===== config.mk =====
export PLATFORM = sky130hd
export DESIGN_NAME = unidade_controle_jogo_flat
export DESIGN_NICKNAME = d
export VERILOG_FILES = /design/src/rtl/unidade_controle_jogo_if.sv /design/src/rtl/unidade_controle_jogo.sv /design/src/flat_wrapper.sv
export SDC_FILE = /design/constraint.sdc
export NUM_CORES = 1
export LEC_CHECK = 0
export ABC_AREA = 1
export BUFFER_PORTS_ARGS = -buffer_cell sky130_fd_sc_hd__buf_2
export CAP_MARGIN = 10
export CORE_MARGIN = 2
export CORE_UTILIZATION = 25
export CTS_CLUSTER_DIAMETER = 40
export CTS_CLUSTER_SIZE = 24
export DETAILED_ROUTE_END_ITERATION = 10
export HOLD_SLACK_MARGIN = 0.06
export PLACE_DENSITY = 0.46
export SYNTH_ARGS = -nofsm -noshare
export SYNTH_HDL_FRONTEND = slang
export SYNTH_SLANG_ARGS = --single-unit

===== constraint.sdc =====
create_clock -name clk -period 1.7 [get_ports clk]
set_clock_uncertainty 0.05 [all_clocks]
set_input_delay 0.34 -clock clk [delete_from_list [all_inputs] [get_ports clk]]
set_output_delay 0.34 -clock clk [all_outputs]
set_load 0.05 [all_outputs]

===== src/rtl/unidade_controle_jogo_if.sv =====
// Handshake bundle between the game control unit and its datapath.
// slave  : the control unit (consumes requests/status, drives controls)
// master : the datapath / environment side
interface unidade_controle_jogo_if;
  logic       iniciar;
  logic       jogada;
  logic       igual;
  logic       fimC;
  logic       zeraC;
  logic       contaC;
  logic       zeraR;
  logic       registraR;
  logic       acertou;
  logic       errou;
  logic       pronto;
  logic       db_timeout;
  logic [3:0] db_estado;

  modport slave (
    input  iniciar, jogada, igual, fimC,
    output zeraC, contaC, zeraR, registraR,
    output acertou, errou, pronto, db_timeout, db_estado
  );

  modport master (
    output iniciar, jogada, igual, fimC,
    input  zeraC, contaC, zeraR, registraR,
    input  acertou, errou, pronto, db_timeout, db_estado
  );
endinterface


===== src/rtl/unidade_controle_jogo.sv =====
// Game control unit: Moore FSM sequencing 16 plays against memory, with a
// per-play timeout while waiting for the player.
module unidade_controle_jogo #(
  parameter int TIMEOUT = 5000
) (
  input  logic                    clk,
  input  logic                    rst,
  unidade_controle_jogo_if.slave  bus
);

  localparam int             CW   = (TIMEOUT > 1) ? $clog2(TIMEOUT) : 1;
  localparam logic [CW-1:0]  TMAX = CW'(TIMEOUT - 1);

  typedef enum logic [3:0] {
    INICIAL       = 4'h0,
    PREPARACAO    = 4'h1,
    ESPERA_JOGADA = 4'h2,
    REGISTRA      = 4'h4,
    COMPARACAO    = 4'h5,
    PROXIMO       = 4'h6,
    FIM_ACERTO    = 4'hA,
    FIM_TIMEOUT   = 4'hD,
    FIM_ERRO      = 4'hE
  } estado_t;

  estado_t       state_q, state_d;
  logic [CW-1:0] tmr_q, tmr_d;
  logic          timeout;

  // Timeout fires on the TIMEOUT-th consecutive cycle spent waiting
  assign timeout = (state_q == ESPERA_JOGADA) && (tmr_q == TMAX);

  // State and timeout counter registers
  always_ff @(posedge clk or posedge rst) begin
    if (rst) begin
      state_q <= INICIAL;
      tmr_q   <= '0;
    end else begin
      state_q <= state_d;
      tmr_q   <= tmr_d;
    end
  end

  // Counter runs only while waiting; it stops at TMAX because the state
  // always leaves espera_jogada on that edge, so it never wraps
  always_comb begin
    tmr_d = '0;
    if (state_q == ESPERA_JOGADA && !timeout)
      tmr_d = tmr_q + 1'b1;
  end

  // Next-state logic
  always_comb begin
    state_d = state_q;
    case (state_q)
      INICIAL:       if (bus.iniciar) state_d = PREPARACAO;
      PREPARACAO:    state_d = ESPERA_JOGADA;
      ESPERA_JOGADA: begin
        // a play arriving on the last allowed cycle still counts
        if (bus.jogada)    state_d = REGISTRA;
        else if (timeout)  state_d = FIM_TIMEOUT;
      end
      REGISTRA:      state_d = COMPARACAO;
      COMPARACAO: begin
        if (!bus.igual)    state_d = FIM_ERRO;
        else if (bus.fimC) state_d = FIM_ACERTO;
        else               state_d = PROXIMO;
      end
      PROXIMO:       state_d = ESPERA_JOGADA;
      FIM_ACERTO, FIM_TIMEOUT, FIM_ERRO:
                     if (bus.iniciar) state_d = PREPARACAO;
      default:       state_d = INICIAL;
    endcase
  end

  // Moore output decode
  always_comb begin
    bus.zeraC      = 1'b0;
    bus.contaC     = 1'b0;
    bus.zeraR      = 1'b0;
    bus.registraR  = 1'b0;
    bus.acertou    = 1'b0;
    bus.errou      = 1'b0;
    bus.pronto     = 1'b0;
    bus.db_timeout = 1'b0;
    bus.db_estado  = state_q;
    case (state_q)
      PREPARACAO: begin
        bus.zeraC = 1'b1;
        bus.zeraR = 1'b1;
      end
      REGISTRA:   bus.registraR = 1'b1;
      PROXIMO:    bus.contaC    = 1'b1;
      FIM_ACERTO: begin
        bus.pronto  = 1'b1;
        bus.acertou = 1'b1;
      end
      FIM_ERRO: begin
        bus.pronto = 1'b1;
        bus.errou  = 1'b1;
      end
      FIM_TIMEOUT: begin
        bus.pronto     = 1'b1;
        bus.errou      = 1'b1;
        bus.db_timeout = 1'b1;
      end
      default: ;
    endcase
  end

endmodule


===== src/flat_wrapper.sv =====
// flat-port wrapper written by rule: the top's interface ports become plain ports
module unidade_controle_jogo_flat 
#(
  parameter int TIMEOUT = 5000
)
  (clk, rst, bus_iniciar, bus_jogada, bus_igual, bus_fimC, bus_zeraC, bus_contaC, bus_zeraR, bus_registraR, bus_acertou, bus_errou, bus_pronto, bus_db_timeout, bus_db_estado);
  unidade_controle_jogo_if bus_i ();
  input  logic clk;
  input  logic rst;
  input wire logic [$bits(bus_i.iniciar)-1:0] bus_iniciar;
  input wire logic [$bits(bus_i.jogada)-1:0] bus_jogada;
  input wire logic [$bits(bus_i.igual)-1:0] bus_igual;
  input wire logic [$bits(bus_i.fimC)-1:0] bus_fimC;
  output wire logic [$bits(bus_i.zeraC)-1:0] bus_zeraC;
  output wire logic [$bits(bus_i.contaC)-1:0] bus_contaC;
  output wire logic [$bits(bus_i.zeraR)-1:0] bus_zeraR;
  output wire logic [$bits(bus_i.registraR)-1:0] bus_registraR;
  output wire logic [$bits(bus_i.acertou)-1:0] bus_acertou;
  output wire logic [$bits(bus_i.errou)-1:0] bus_errou;
  output wire logic [$bits(bus_i.pronto)-1:0] bus_pronto;
  output wire logic [$bits(bus_i.db_timeout)-1:0] bus_db_timeout;
  output wire logic [$bits(bus_i.db_estado)-1:0] bus_db_estado;
  assign bus_i.iniciar = bus_iniciar;
  assign bus_i.jogada = bus_jogada;
  assign bus_i.igual = bus_igual;
  assign bus_i.fimC = bus_fimC;
  assign bus_zeraC = bus_i.zeraC;
  assign bus_contaC = bus_i.contaC;
  assign bus_zeraR = bus_i.zeraR;
  assign bus_registraR = bus_i.registraR;
  assign bus_acertou = bus_i.acertou;
  assign bus_errou = bus_i.errou;
  assign bus_pronto = bus_i.pronto;
  assign bus_db_timeout = bus_i.db_timeout;
  assign bus_db_estado = bus_i.db_estado;
  unidade_controle_jogo #(.TIMEOUT(TIMEOUT)) u_core (.clk(clk), .rst(rst), .bus(bus_i));
endmodule

### After elaboration in Yosys (flattened, before gate mapping)

Index checks and enable logic that the tools add are counted.
Widths: inputs -> output; s select.

| word-level totals | value |
|---|---|
| input port bits | 6 |
| output and inout bits | 12 |
| flip-flop bits (word level) | 17 |

| cells by class | value |
|---|---|
| mux-type cells | 14 |
| add/sub/neg operators | 1 |
| eq/ne operators | 11 |
| reductions and logical operators | 9 |

Operators by type and width:

| operator | number |
|---|---|
| $mux 4 | 5 |
| $pmux 4 s5 | 1 |
| $add 13x1->13 const B | 1 |
| $eq 13x13->1 const B | 1 |
| $mux 13 | 1 |
| $eq 4x3->1 const B | 3 |
| $eq 4x4->1 const B | 3 |
| $mux 1 | 7 |
| $eq 4x1->1 const B | 1 |
| $eq 4x2->1 const B | 1 |
| $logic_not 4->1 | 1 |
| $reduce_or 2->1 | 2 |
| $reduce_or 4->1 | 1 |
| $ne 3x2->1 const B | 1 |
| $reduce_or 3->1 | 1 |
| $logic_and 1x1->1 | 2 |
| $ne 2x1->1 const B | 1 |
| $reduce_and 2->1 | 1 |
| $logic_not 1->1 | 1 |

### Longest topological paths before layout

| depth | value |
|---|---|
| word-level depth | 5 |
| depth in mapped cells | 9 |

### Worst setup path before layout

No wires, ideal clock.

| timing | value |
|---|---|
| path kind | reg2out |
| start | reg u_core.state_q[0], in the netlist u_core.bus.db_estado[0] |
| end | out bus_zeraR |
| setup slack | -0.703 ns |
| data required time | 1.310 ns |
| buffers on the path | 1 |
| arrival time | 2.013 ns |
| cell stages (with the launch flop) | 4 |
| path through | dfrtp_1 nand2_1 nor2_1 buf_4 |

| between the ends | value |
|---|---|
| longest elaborated chain between the ends | 2 |

RTL lines:

| item | RTL line | text |
|---|---|---|
| start: declaration | unidade_controle_jogo.sv:26 | `estado_t state_q, state_d;` |
| start signal: assignment | unidade_controle_jogo.sv:39 | `state_q <= state_d;` |
| $eq 4x1->1 | -- |  |
| $mux 1 | -- |  |
| end: declaration | flat_wrapper.sv:16 | `output wire logic [$bits(bus_i.zeraR)-1:0] bus_zeraR;` |

No other way between the ends.

### Final worst setup path

| timing | value |
|---|---|
| start | reg u_core.state_q[0], in the netlist u_core.bus.db_estado[0] |
| end | out bus_pronto |

| between the ends | value |
|---|---|
| longest elaborated chain between the ends | 3 |

RTL lines:

| item | RTL line | text |
|---|---|---|
| $eq 4x4->1 | unidade_controle_jogo.sv:87 | `case (state_q)` |
| $reduce_or 3->1 (no source line) * | -- |  |
| $mux 1 * | unidade_controle_jogo.sv:87 |  |
| end: declaration | flat_wrapper.sv:20 | `output wire logic [$bits(bus_i.pronto)-1:0] bus_pronto;` |

Mark *: on every way between the ends. The rest lies on a longest branch, timed or not.

==> flow_metrics.env <==
export IMPL_violations="setup timing"
export IMPL_cts_htree_levels=1
export IMPL_cp_data_arrival_time_ps=1340
export IMPL_fillerInstances=468
export IMPL_power_density_nw_per_um2=1427
export IMPL_floorplan_die_height_um=71.27
export IMPL_timing_hold_worst_endpoint="u_core.bus.db_estado[2]"
export IMPL_rr_endpoint="u_core.tmr_q[3]"
export IMPL_regArea_um2=432.9
export IMPL_final_area_um2=1443
export IMPL_mostFrequentLayoutCell="sky130_fd_sc_hd__nand2_1"
export IMPL_p_leak_nw=0.7133
export IMPL_syn_mean_instance_area_um2=6.939
export IMPL_yosysSeqAreaShare=0.3761
export IMPL_status="complete, but fails checks"
export IMPL_placed_instances=231
export IMPL_worst_slack_ps=-33.21
export IMPL_place_gp_congestion=0.7738
export IMPL_number_of_buffers_created_by_cts=3
export IMPL_floorplan_initialDensity=0.2598
export IMPL_holdCritPathClass="input pin to flip-flop"
export IMPL_least_margin_pin_slew_ps=355.0
export IMPL_timing_max_cap_violations=0
export IMPL_site_rows=24
export IMPL_synth_seq_cells=17
export IMPL_post_route_period_util=1.020
export IMPL_ff2ff_setup_slack_ps=230
export IMPL_route_detailed_vias_per_inst=4.403
export IMPL_cts_reportedPaths_clkPinSlew_ps=70
export IMPL_worst_ir_drop_vdd_v=0.0005688
export IMPL_hpwl_um=2002
export IMPL_ios=18
export IMPL_maxClockFrequency_mhz=577.0
export IMPL_horizontal_die_dimension_um=71.27
export IMPL_holdCritStartpoint="bus_iniciar"
export IMPL_rel_slew_slack=0.7615
export IMPL_timing_critical_path_fanout_max=6
export IMPL_worst_r2r_path_depth=6
export IMPL_grt_max_degree=18
export IMPL_detail_route_first_pass_iterations=4
export IMPL_syn_instance_count=163
export IMPL_routed_wire_length_per_instance_um=11.06
export IMPL_yosys_cell_types_count=23
export IMPL_final_max_slew_viol_count=0
export IMPL_core_um2=4354
export IMPL_r2r_start="u_core.tmr_q[0]"
export IMPL_insertedDiodeCount=0
export IMPL_overflow=0
export IMPL_power_total_mw=2.059
export IMPL_hold_violations=0
export IMPL_synth_top_area_cell="sky130_fd_sc_hd__dfrtp_1"
export IMPL_timing_critical_path_to_type="output pin"
export IMPL_drive_gt1_frac=0.2989
export IMPL_grt_antenna_before_repair=0
export IMPL_synth_top_cell_area_share=0.3761
export IMPL_grt_pass1_wl_um=4485
export IMPL_route_vias_total=1039
export IMPL_clk_latency_ps=250
export IMPL_design_final_nets=192
export IMPL_die_area_um2=5079
export IMPL_detail_route_wirelength_um=2609
export IMPL_io_buffer_count=17
export IMPL_yosysWarnings=0
export IMPL_clock_tree_root_cell="sky130_fd_sc_hd__clkbuf_8"
export IMPL_area_of_the_mapped_netlist_um2=1131
export IMPL_total_nets_after_synthesis=170
export IMPL_remaining_drc_errors=0
export IMPL_multiInputGateArea_um2=659.4
export IMPL_layout_cells_non_filler=236
export IMPL_layout_min_cycle_time_ps=1733
export IMPL_worst_ep_required_time_ps=1310
export IMPL_holdPathStages=5
export IMPL_number_of_failing_setup_endpoints_in_the_final_timing_report=2
export IMPL_areaGrowthSynthToFinish_pct=27.54
export IMPL_worstSetupPathType="flip-flop to output pin"
export IMPL_globalRouteTotalUtil=0.1084
export IMPL_clk_path_buf_depth=2
export IMPL_ant_nets=0
export IMPL_tritoncts="done"
export IMPL_placed_cell_area_um2=1318
export IMPL_crit_path_start_kind="flip-flop"
export IMPL_synthTopCellsByArea="sky130_fd_sc_hd__dfrtp_1 38%, sky130_fd_sc_hd__nand2_1 17%, sky130_fd_sc_hd__nor2_1 8.0%"
export IMPL_layout_cells_most_common_list="44 x sky130_fd_sc_hd__nand2_1, 21 x sky130_fd_sc_hd__nor2_1, 17 x sky130_fd_sc_hd__inv_1, 13 x sky130_fd_sc_hd__dfrtp_1, 12 x sky130_fd_sc_hd__nand3_1"
export IMPL_first_global_vias=1008
export IMPL_finalHoldWorstSlack_ps=416.6
export IMPL_unrepaired_setup_endpoints_after_global_routing="yes"
export IMPL_cts_sinks=17
export IMPL_detail_route_iter0_violations=57
worst max path at each step:
stage                                       start               to  slack, ps  cells after the start
after detailed placement          u_core.tmr_q[0]  u_core.tmr_q[3]         80                      6
after global routing      u_core.bus.db_estado[0]       bus_pronto        -90                      6
after global placement    u_core.bus.db_estado[0]        bus_errou        120                      4
final                     u_core.bus.db_estado[0]       bus_pronto        -30                      6
after CTS                 u_core.bus.db_estado[0]       bus_pronto        -40                      6
after floorplan           u_core.bus.db_estado[1]       bus_pronto          1                      5
flip-flops by register name, summed over array words and instances, names as in the netlist:
name                  flops
u_core.bus.db_estado      4
u_core.tmr_q             13
critical path, stage by stage (launching register included):
cell and delay, ps:
sky130_fd_sc_hd__dfrtp_4 540, sky130_fd_sc_hd__inv_4 90, sky130_fd_sc_hd__nand2_4 60, sky130_fd_sc_hd__nor2_4 140, sky130_fd_sc_hd__nor2_4 60, sky130_fd_sc_hd__nand2_4 50, sky130_fd_sc_hd__buf_8 140
layout make-up:
| class | count | share of cell area |
|---|---|---|
| Clock buffer | 4 | 0.03122 |
| Inverter | 24 | 0.06592 |
| Multi-Input combinational cell | 120 | 0.4571 |
| Sequential cell | 17 | 0.3001 |
| Tap cell | 52 | 0.04510 |
| Timing Repair Buffer | 19 | 0.1006 |
metrics by stage:
step / worst slack, ps / TNS, ps / util
3_3_place_gp: 124.1 / 0 / 0.3026
2_1_floorplan: 1.199 / 0 / -
4_1_cts: -36.86 / -136.1 / 0.3221
3_5_place_dp: 79.97 / 0 / 0.3026
5_1_grt: -86.70 / -243.0 / 0.3313
6_report: -33.21 / -37.02 / 0.3313
timing repair:
action,4_1_cts,5_1_grt
hold buffers,1,0
endpoints found under the setup margin,7,17
setup buffers,0,0
gates resized for setup,10,16
endpoints found under the hold margin,17,0
pin swaps,1,3
cell families (layout without fill, tap and decap cells):
logic type	count (synthesis)	in the layout	share of synthesized area
xor gates and xnor gates	2	2	0.01549
and+or+nand+nor	111	111	0.4745
adders and majority gates	1	1	0.01106
DFF	17	17	0.3761
buffers and inverters	26	47	0.09624
AOI/OAI and AO/OA	6	6	0.02654
power by group:
| group | switching (mW) | total [mW] | internal, mW | leakage, nW |
|---|---|---|---|---|
| clock network | 0.134 | 0.300 | 0.166 | 0.0228 |
| logic | 0.811 | 1.15 | 0.335 | 0.463 |
| registers | 0.133 | 0.612 | 0.480 | 0.227 |
per-layer routing:
layer  wire [um]  share of wire  global-route usage
met2        1202           0.46              0.1677
met3          28          0.011             0.01266
met1        1363           0.52              0.1595
met5           0              0                   0
met4          15         0.0057             0.03145
cells in the mapped netlist:
cell type / instances
sky130_fd_sc_hd__nand2_1: 50
sky130_fd_sc_hd__nor2_1: 24
sky130_fd_sc_hd__inv_1: 18
sky130_fd_sc_hd__dfrtp_1: 17
sky130_fd_sc_hd__nand3_1: 13
sky130_fd_sc_hd__a21oi_1: 5
sky130_fd_sc_hd__inv_2: 5
sky130_fd_sc_hd__nor3_2: 5
sky130_fd_sc_hd__nand4_1: 4
sky130_fd_sc_hd__nor3_1: 3
sky130_fd_sc_hd__nand2_2: 2
sky130_fd_sc_hd__nand2_4: 2
sky130_fd_sc_hd__nor2_2: 2
sky130_fd_sc_hd__nor2_4: 2
sky130_fd_sc_hd__nor3b_1: 2
sky130_fd_sc_hd__xor2_1: 2
sky130_fd_sc_hd__buf_4: 1
sky130_fd_sc_hd__buf_6: 1
sky130_fd_sc_hd__clkinv_1: 1
sky130_fd_sc_hd__ha_1: 1
sky130_fd_sc_hd__nor3b_2: 1
sky130_fd_sc_hd__nor4_1: 1
sky130_fd_sc_hd__o21ai_0: 1
No activity file was read; power rests on OpenSTA's default activity.
